<file path="src/rtl/word_puzzle_pkg.sv">
// Shared types and constants for the word-scramble game engine:
// FSM state encoding, LFSR seed/taps and the difficulty-to-swap-count map.
package word_puzzle_pkg;

   typedef enum logic [2:0] {
      ST_IDLE     = 3'd0,
      ST_FETCH    = 3'd1,
      ST_LATCH    = 3'd2,
      ST_SCRAMBLE = 3'd3,
      ST_FIX      = 3'd4,
      ST_PLAY     = 3'd5,
      ST_SOLVED   = 3'd6,
      ST_LOST     = 3'd7
   } state_t;

   localparam logic [15:0] LFSR_SEED = 16'hACE1;
   // Right-shifting Fibonacci form of x^16+x^14+x^13+x^11+1 (feedback from bits 0,2,3,5)
   localparam logic [15:0] LFSR_TAPS = 16'h002D;

   function automatic logic [4:0] scramble_swaps(input logic [1:0] mode);
      return 5'd2 << mode;
   endfunction

endpackage

</file>
<file path="src/rtl/word_puzzle_engine_lfsr16.sv">
// Free-running 16-bit maximal-length LFSR used as the game's random source.
module lfsr16
   import word_puzzle_pkg::*;
(
   input  logic        clk,
   input  logic        rst,
   output logic [15:0] value
);

   // Shift right every cycle, new bit enters at the MSB
   always_ff @(posedge clk) begin
      if (rst) begin
         value <= LFSR_SEED;
      end else begin
         value <= {^(value & LFSR_TAPS), value[15:1]};
      end
   end

endmodule

</file>
<file path="src/rtl/word_puzzle_engine.sv">
// Word-scramble game engine: fetch a random word, scramble it, then apply player swaps.
// Optional build macro MOVE_LIMIT_EN enables the move-limit LOST state.
module word_puzzle_engine
   import word_puzzle_pkg::*;
#(
   parameter  int NUM_LETTERS = 6,
   parameter  int SYM_W       = 7,
   parameter  int ROM_AW      = 6,
   parameter  int MAX_MOVES   = 15,
   localparam int IDX_W       = $clog2(NUM_LETTERS)
) (
   input  logic                         clk,
   input  logic                         rst,
   input  logic                         start,
   input  logic                         change,
   input  logic [IDX_W-1:0]             pos_a,
   input  logic [IDX_W-1:0]             pos_b,
   input  logic [1:0]                   mode,
   output logic [ROM_AW-1:0]            rom_addr,
   input  logic [NUM_LETTERS*SYM_W-1:0] rom_data,
   output logic [NUM_LETTERS*SYM_W-1:0] disp,
   output logic                         disp_valid,
   output logic                         is_correct,
   output logic                         game_over,
   output logic [4:0]                   move_count,
   output logic                         busy
);

   localparam logic [15:0] RND_MASK = 16'((1 << (IDX_W + 2)) - 1);

   if (NUM_LETTERS < 2 || NUM_LETTERS > 16 || MAX_MOVES < 1 || MAX_MOVES > 31) begin : g_bad_params
      $error("word_puzzle_engine: parameter out of range");
   end

   state_t                         state_r, state_s;
   logic [NUM_LETTERS*SYM_W-1:0]   word_r, word_s, disp_s;
   logic [IDX_W-1:0]               perm_r [NUM_LETTERS];
   logic [IDX_W-1:0]               perm_s [NUM_LETTERS];
   logic [4:0]                     cnt_r;
   logic [15:0]                    lfsr_s;
   logic [IDX_W-1:0]               scr_a_s, scr_braw_s, scr_b_s;
   logic                           ident_s, swap_req_s, swap_ok_s, new_game_s;

   lfsr16 u_lfsr (
      .clk   (clk),
      .rst   (rst),
      .value (lfsr_s)
   );

   // Random scramble positions; a coincident pair is pushed apart so every swap moves letters
   assign scr_a_s    = IDX_W'(int'(lfsr_s & RND_MASK) % NUM_LETTERS);
   assign scr_braw_s = IDX_W'(int'((lfsr_s >> 8) & RND_MASK) % NUM_LETTERS);
   assign scr_b_s    = (scr_braw_s == scr_a_s) ? IDX_W'((int'(scr_a_s) + 1) % NUM_LETTERS) : scr_braw_s;

   assign swap_req_s = change && (pos_a != pos_b) &&
                       (int'(pos_a) < NUM_LETTERS) && (int'(pos_b) < NUM_LETTERS);
   assign word_s     = (state_r == ST_LATCH) ? rom_data : word_r;

   // Solved detection: permutation equals identity
   always_comb begin
      ident_s = 1'b1;
      for (int i = 0; i < NUM_LETTERS; i++) begin
         ident_s = ident_s & (perm_r[i] == IDX_W'(i));
      end
   end

   // Next-state and next-permutation logic
   always_comb begin
      state_s    = state_r;
      perm_s     = perm_r;
      swap_ok_s  = 1'b0;
      new_game_s = 1'b0;
      case (state_r)
         ST_IDLE: begin
            if (start) begin
               state_s    = ST_FETCH;
               new_game_s = 1'b1;
            end else begin
               state_s = ST_IDLE;
            end
         end
         ST_FETCH: state_s = ST_LATCH;
         ST_LATCH: begin
            state_s = ST_SCRAMBLE;
            for (int i = 0; i < NUM_LETTERS; i++) begin
               perm_s[i] = IDX_W'(i);
            end
         end
         ST_SCRAMBLE: begin
            perm_s[scr_a_s] = perm_r[scr_b_s];
            perm_s[scr_b_s] = perm_r[scr_a_s];
            if (cnt_r == 5'd1) begin
               state_s = ST_FIX;
            end else begin
               state_s = ST_SCRAMBLE;
            end
         end
         ST_FIX: begin
            // A scramble that cancelled itself out must not hand the player a solved word
            if (ident_s) begin
               perm_s[0] = perm_r[1];
               perm_s[1] = perm_r[0];
            end else begin
               perm_s = perm_r;
            end
            state_s = ST_PLAY;
         end
         ST_PLAY: begin
            if (start) begin
               state_s    = ST_FETCH;
               new_game_s = 1'b1;
            end else if (ident_s) begin
               state_s = ST_SOLVED;
`ifdef MOVE_LIMIT_EN
            end else if (move_count >= 5'(MAX_MOVES)) begin
               state_s = ST_LOST;
`endif
            end else if (swap_req_s) begin
               perm_s[pos_a] = perm_r[pos_b];
               perm_s[pos_b] = perm_r[pos_a];
               swap_ok_s     = 1'b1;
            end else begin
               state_s = ST_PLAY;
            end
         end
         ST_SOLVED, ST_LOST: begin
            if (start) begin
               state_s    = ST_FETCH;
               new_game_s = 1'b1;
            end else begin
               state_s = state_r;
            end
         end
         default: state_s = ST_IDLE;
      endcase
   end

   // Displayed arrangement computed from next-cycle word and permutation
   always_comb begin
      disp_s = '0;
      for (int i = 0; i < NUM_LETTERS; i++) begin
         disp_s[i*SYM_W +: SYM_W] = word_s[perm_s[i]*SYM_W +: SYM_W];
      end
   end

   // State, datapath and registered outputs
   always_ff @(posedge clk) begin
      if (rst) begin
         state_r    <= ST_IDLE;
         rom_addr   <= '0;
         word_r     <= '0;
         cnt_r      <= 5'd0;
         move_count <= 5'd0;
         disp       <= '0;
         disp_valid <= 1'b0;
         is_correct <= 1'b0;
         game_over  <= 1'b0;
         busy       <= 1'b0;
         for (int i = 0; i < NUM_LETTERS; i++) begin
            perm_r[i] <= IDX_W'(i);
         end
      end else begin
         state_r <= state_s;
         word_r  <= word_s;
         perm_r  <= perm_s;
         disp    <= disp_s;
         if (new_game_s) begin
            rom_addr <= ROM_AW'(lfsr_s);
         end
         if (state_r == ST_LATCH) begin
            cnt_r <= scramble_swaps(mode);
         end else if (state_r == ST_SCRAMBLE) begin
            cnt_r <= cnt_r - 5'd1;
         end
         if (new_game_s) begin
            move_count <= 5'd0;
         end else if (swap_ok_s && (move_count != 5'd31)) begin
            move_count <= move_count + 5'd1;
         end
         disp_valid <= (state_s inside {ST_PLAY, ST_SOLVED, ST_LOST});
         is_correct <= (state_s == ST_SOLVED);
         busy       <= (state_s inside {ST_FETCH, ST_LATCH, ST_SCRAMBLE, ST_FIX});
`ifdef MOVE_LIMIT_EN
         game_over  <= (state_s == ST_LOST);
`else
         game_over  <= 1'b0;
`endif
      end
   end

endmodule

</file>
<file path="config.mk">
export PLATFORM = sky130hd
export DESIGN_NAME = word_puzzle_engine
export DESIGN_NICKNAME = d
export VERILOG_FILES = /design/src/rtl/word_puzzle_pkg.sv /design/src/rtl/word_puzzle_engine_lfsr16.sv /design/src/rtl/word_puzzle_engine.sv
export SDC_FILE = /design/constraint.sdc
export NUM_CORES = 1
export LEC_CHECK = 0
export CORE_MARGIN = 5
export CORE_UTILIZATION = 40
export CTS_CLUSTER_SIZE = 40
export DETAILED_ROUTE_END_ITERATION = 6
export DONT_BUFFER_PORTS = 1
export GPL_ROUTABILITY_DRIVEN = 0
export SETUP_SLACK_MARGIN = 0.2
export SKIP_CTS_REPAIR_TIMING = 1
export SLEW_MARGIN = 10
export SYNTH_ARGS = -nofsm -noshare
export SYNTH_HDL_FRONTEND = slang
export SYNTH_HIERARCHICAL = 1
export SYNTH_SLANG_ARGS = --single-unit
</file>
<file path="constraint.sdc">
create_clock -name clk -period 9.2 [get_ports clk]
set_clock_uncertainty 0.2 [all_clocks]
set_input_delay 1.38 -clock clk [delete_from_list [all_inputs] [get_ports clk]]
set_output_delay 1.38 -clock clk [all_outputs]
set_load 0.1 [all_outputs]
</file>
==> impl_metrics.csv <==
group,metric,value,unit
outcome,status,"finished, final reports clean",
timing,worstMarginPinSlew,1.073,ns
yosys,synthArstFlopShare,0,%
timing,min_period,6.228,ns
global_routing,antenna_found_initial,0,
worst_setup_path,cp.arrival,6.32,ns
final_layout,final_cell_area,10580,um2
final_layout,area_delta_synth_final,6.833,%
global_routing,track_usage,22.41,%
timing,fmax,0.1606,GHz
clocking,clk_latency,0.43,ns
detailed_routing,finalWirelength,32.70,mm
placed_design,port_buffers,0,
hold_path,min_delay_path_depth,1,
floorplan,rows,57,
placed_design,dpl_cell_area,10010,um2
floorplan,die_area,28010,um2
yosys,syn_nets,1293,
global_routing,overflow,0,
worst_setup_path,reg2regPathDepth,17,
yosys,synthTopCellsByCount,"nor2_1 (173), dfxtp_1 (140), mux2i_1 (105), nand2_1 (82), a21oi_1 (80)",
final_layout,drive_above_1_share,10.41,%
clocking,root_buffer,"clkbuf_16",
power_and_ir_drop,p_sw_share,38.61,%
final_layout,multi_input_area,6611,um2
final_layout,nFillCells,2405,
timing,rsz0062_at_grt,"no",
worst_setup_path,critPathKind,"reg -> reg",
worst_setup_path,endpoint_kind,"register",
yosys,synth_most_common_cell,"nor2_1",
yosys,synth_flop_cell,"dfxtp_1",
placed_design,hpwl,23.85,mm
worst_setup_path,worstPathMaxFanout,25,
clocking,cts_tree,"yes",
clocking,cts.clk_slew.worst_paths,0.06,ns
floorplan,die_h,167.4,um
power_and_ir_drop,leakage,3.749,nW
detailed_routing,vias_per_cell,6.157,
yosys,avgSynthCellArea,8.061,um2
timing,setup_viol,0,
yosys,synth_top_area_cell,"dfxtp_1",
final_layout,layout.nets,1233,
timing,tns,0,ns
detailed_routing,detail_route.first_pass.iterations,5,
yosys,netlist_area,9907,um2
yosys,ys_ff_latch,140,
yosys,synth_edf_count,0,
yosys,yosys.area.top_type_share,28.29,%
final_layout,seq_area,2803,um2
floorplan,boundaryPins,111,
placed_design,dp.cells,1474,
clocking,h-tree-depth,4,
final_layout,instances_no_fill,1506,
detailed_routing,ant_nets,0,
yosys,yosysUniqueCellTypes,96,
detailed_routing,route.vias.total,9272,
timing,final-hold-violation-count,0,
floorplan,die_w,167.4,um
global_routing,grt_pass1_wl,50.47,mm
floorplan,fp.coreArea,24320,um2
detailed_routing,wl_per_cell,21.72,um
timing,slew_headroom,27.94,%
yosys,synth_area_leaders,"dfxtp_1 (28%), mux2i_1 (11%), nor2_1 (6.6%)",
hold_path,min_from,"u_lfsr/value[6]",
power_and_ir_drop,power.switching,0.0007542,W
power_and_ir_drop,vdd_drop_max,130.5,uV
yosys,ys_seq_area_share,28.29,%
timing,fin_crit_sh,67.69,%
final_layout,antenna_cells,0,
worst_setup_path,r2r_start,"u_lfsr/value[4]",
floorplan,initial_core_util,40.74,%
worst_setup_path,startpoint,"u_lfsr/value[4]",
hold_path,holdCritPathClass,"reg -> reg",
global_routing,grt_max_degree,107,
yosys,yosys_warnings,6,
detailed_routing,dr.first_iter.drc_count,834,
worst_setup_path,start_kind,"register",
clocking,clockBufferDepth,2,
timing,slew_viol_final,0,
clocking,cts_sinks,140,
global_routing,grt_pass1_vias,8820,
power_and_ir_drop,power_density,184.5,nW/um2
power_and_ir_drop,internal_power,0.001199,W
run,drv_cap,0,
yosys,netlist_instances,1229,
power_and_ir_drop,p_clk_share,34.1,%
clocking,cts_buffers,17,
power_and_ir_drop,power_frac_comb,24.3,%
power_and_ir_drop,power_frac_seq,41.5,%
detailed_routing,drc,0,
worst_setup_path,worstPathRequired,9.30,ns
==> through the flow <==
step / util (%) / worst slack, ns / power, W / hold WS [ns]
CTS: 43.51 / 3.084 / 0.001956 / 0.2110
detailed placement: 41.17 / 3.110 / 0.001289 / 0.1936
global route: 43.52 / 2.549 / 0.002039 / 0.2235
floorplan: - / 4.017 / 0.001186 / 0.1832
global placement: 41.17 / 3.271 / 0.001286 / 0.1880
finish: 43.52 / 2.972 / 0.001953 / 0.2098
==> worst paths after layout <==
| path | slack [ns] | endpoint |
|---|---|---|
| max | 2.97 | disp[11] |
| min | 0.21 | u_lfsr/value[5] |
| max reg2reg | 2.97 | disp[11] |
| min reg2reg | 0.21 | u_lfsr/value[5] |
==> per-layer routing <==
layer  vias to the layer above  global-route usage [%]  wire (um)
li1                       4418                       -          -
met1                      4334                   27.72      13130
met2                       428                   37.22      15410
met3                        92                   5.658       2863
met4                         0                   9.315       1298
met5                         -                       0          0
==> cells by family (layout without fill, tap and decap cells) <==
logic type                 after synthesis  in the layout  synth area share, %
DFF                                    140            140                28.29
other                                    1              1              0.03785
adders and majority gates               10             10                1.263
muxes                                  149            149                16.43
buffers and inverters                  120             73                5.203
and+or+nand+nor                        422            422                21.04
xor gates and xnor gates                16             16                1.490
AOI/OAI and AO/OA                      371            371                26.24
==> flip-flops by register name, summed over array words and instances, names as in the netlist <==
name	flops
move_count	5
perm_r	18
u_lfsr/value	16
disp_valid	1
cnt_r	5
is_correct	1
state_r	3
word_r	42
disp	42
rom_addr	6
busy	1
==> power by group through the flow <==
stage / clock [W] / combinational, W / sequential (W)
2_1_floorplan: 0 / 0.000379 / 0.000807
3_3_place_gp: 0 / 0.000463 / 0.000823
3_5_place_dp: 0 / 0.000466 / 0.000823
4_1_cts: 0.000677 / 0.000469 / 0.000811
5_1_grt: 0.000709 / 0.000515 / 0.000815
6_report: 0.000667 / 0.000475 / 0.000811
==> cell type report <==
class                   count  share of cell area [%]
inverters                  30                   1.064
multi-input cells         969                   62.47
flip-flops and latches    140                   26.48
clock inverters            11                   1.028
well taps                 324                   3.830
repair buffers             11                  0.7802
clock buffers              21                   4.350
==> worst max-delay path, cell delays in order, from the launching register on <==
cell and delay [ns]:
dfxtp_1 0.48, ha_1 0.32, nor4bb_1 0.27, a211o_1 0.17
a211o_1 0.43, ha_1 0.41, xnor2_1 0.12, ha_1 0.29
nor3b_1 0.42, nor4b_4 0.12, a211oi_2 0.36, mux2_2 0.34
mux2i_2 0.40, a211oi_1 0.22, o311ai_4 0.94, nand2_1 0.30
nor2_1 0.17, o32ai_1 0.11
==> layout by cell type (no fill, tap or decap), drive strengths merged, types with 9 or more instances in the layout <==
cell type,count
buf,11
o31ai,16
nand2b,19
or2,14
nor2,173
nand3b,9
nand3,29
o211ai,28
inv,30
clkinv,9
o21ai,87
mux2i,107
a31oi,12
ha,10
o221ai,22
a211oi,29
dfxtp,140
clkbuf,21
a21oi,80
xnor2,11
nor3,27
nand2,83
mux2,36
nor2b,21
a22oi,26
(Power assumes the default switching activity.)
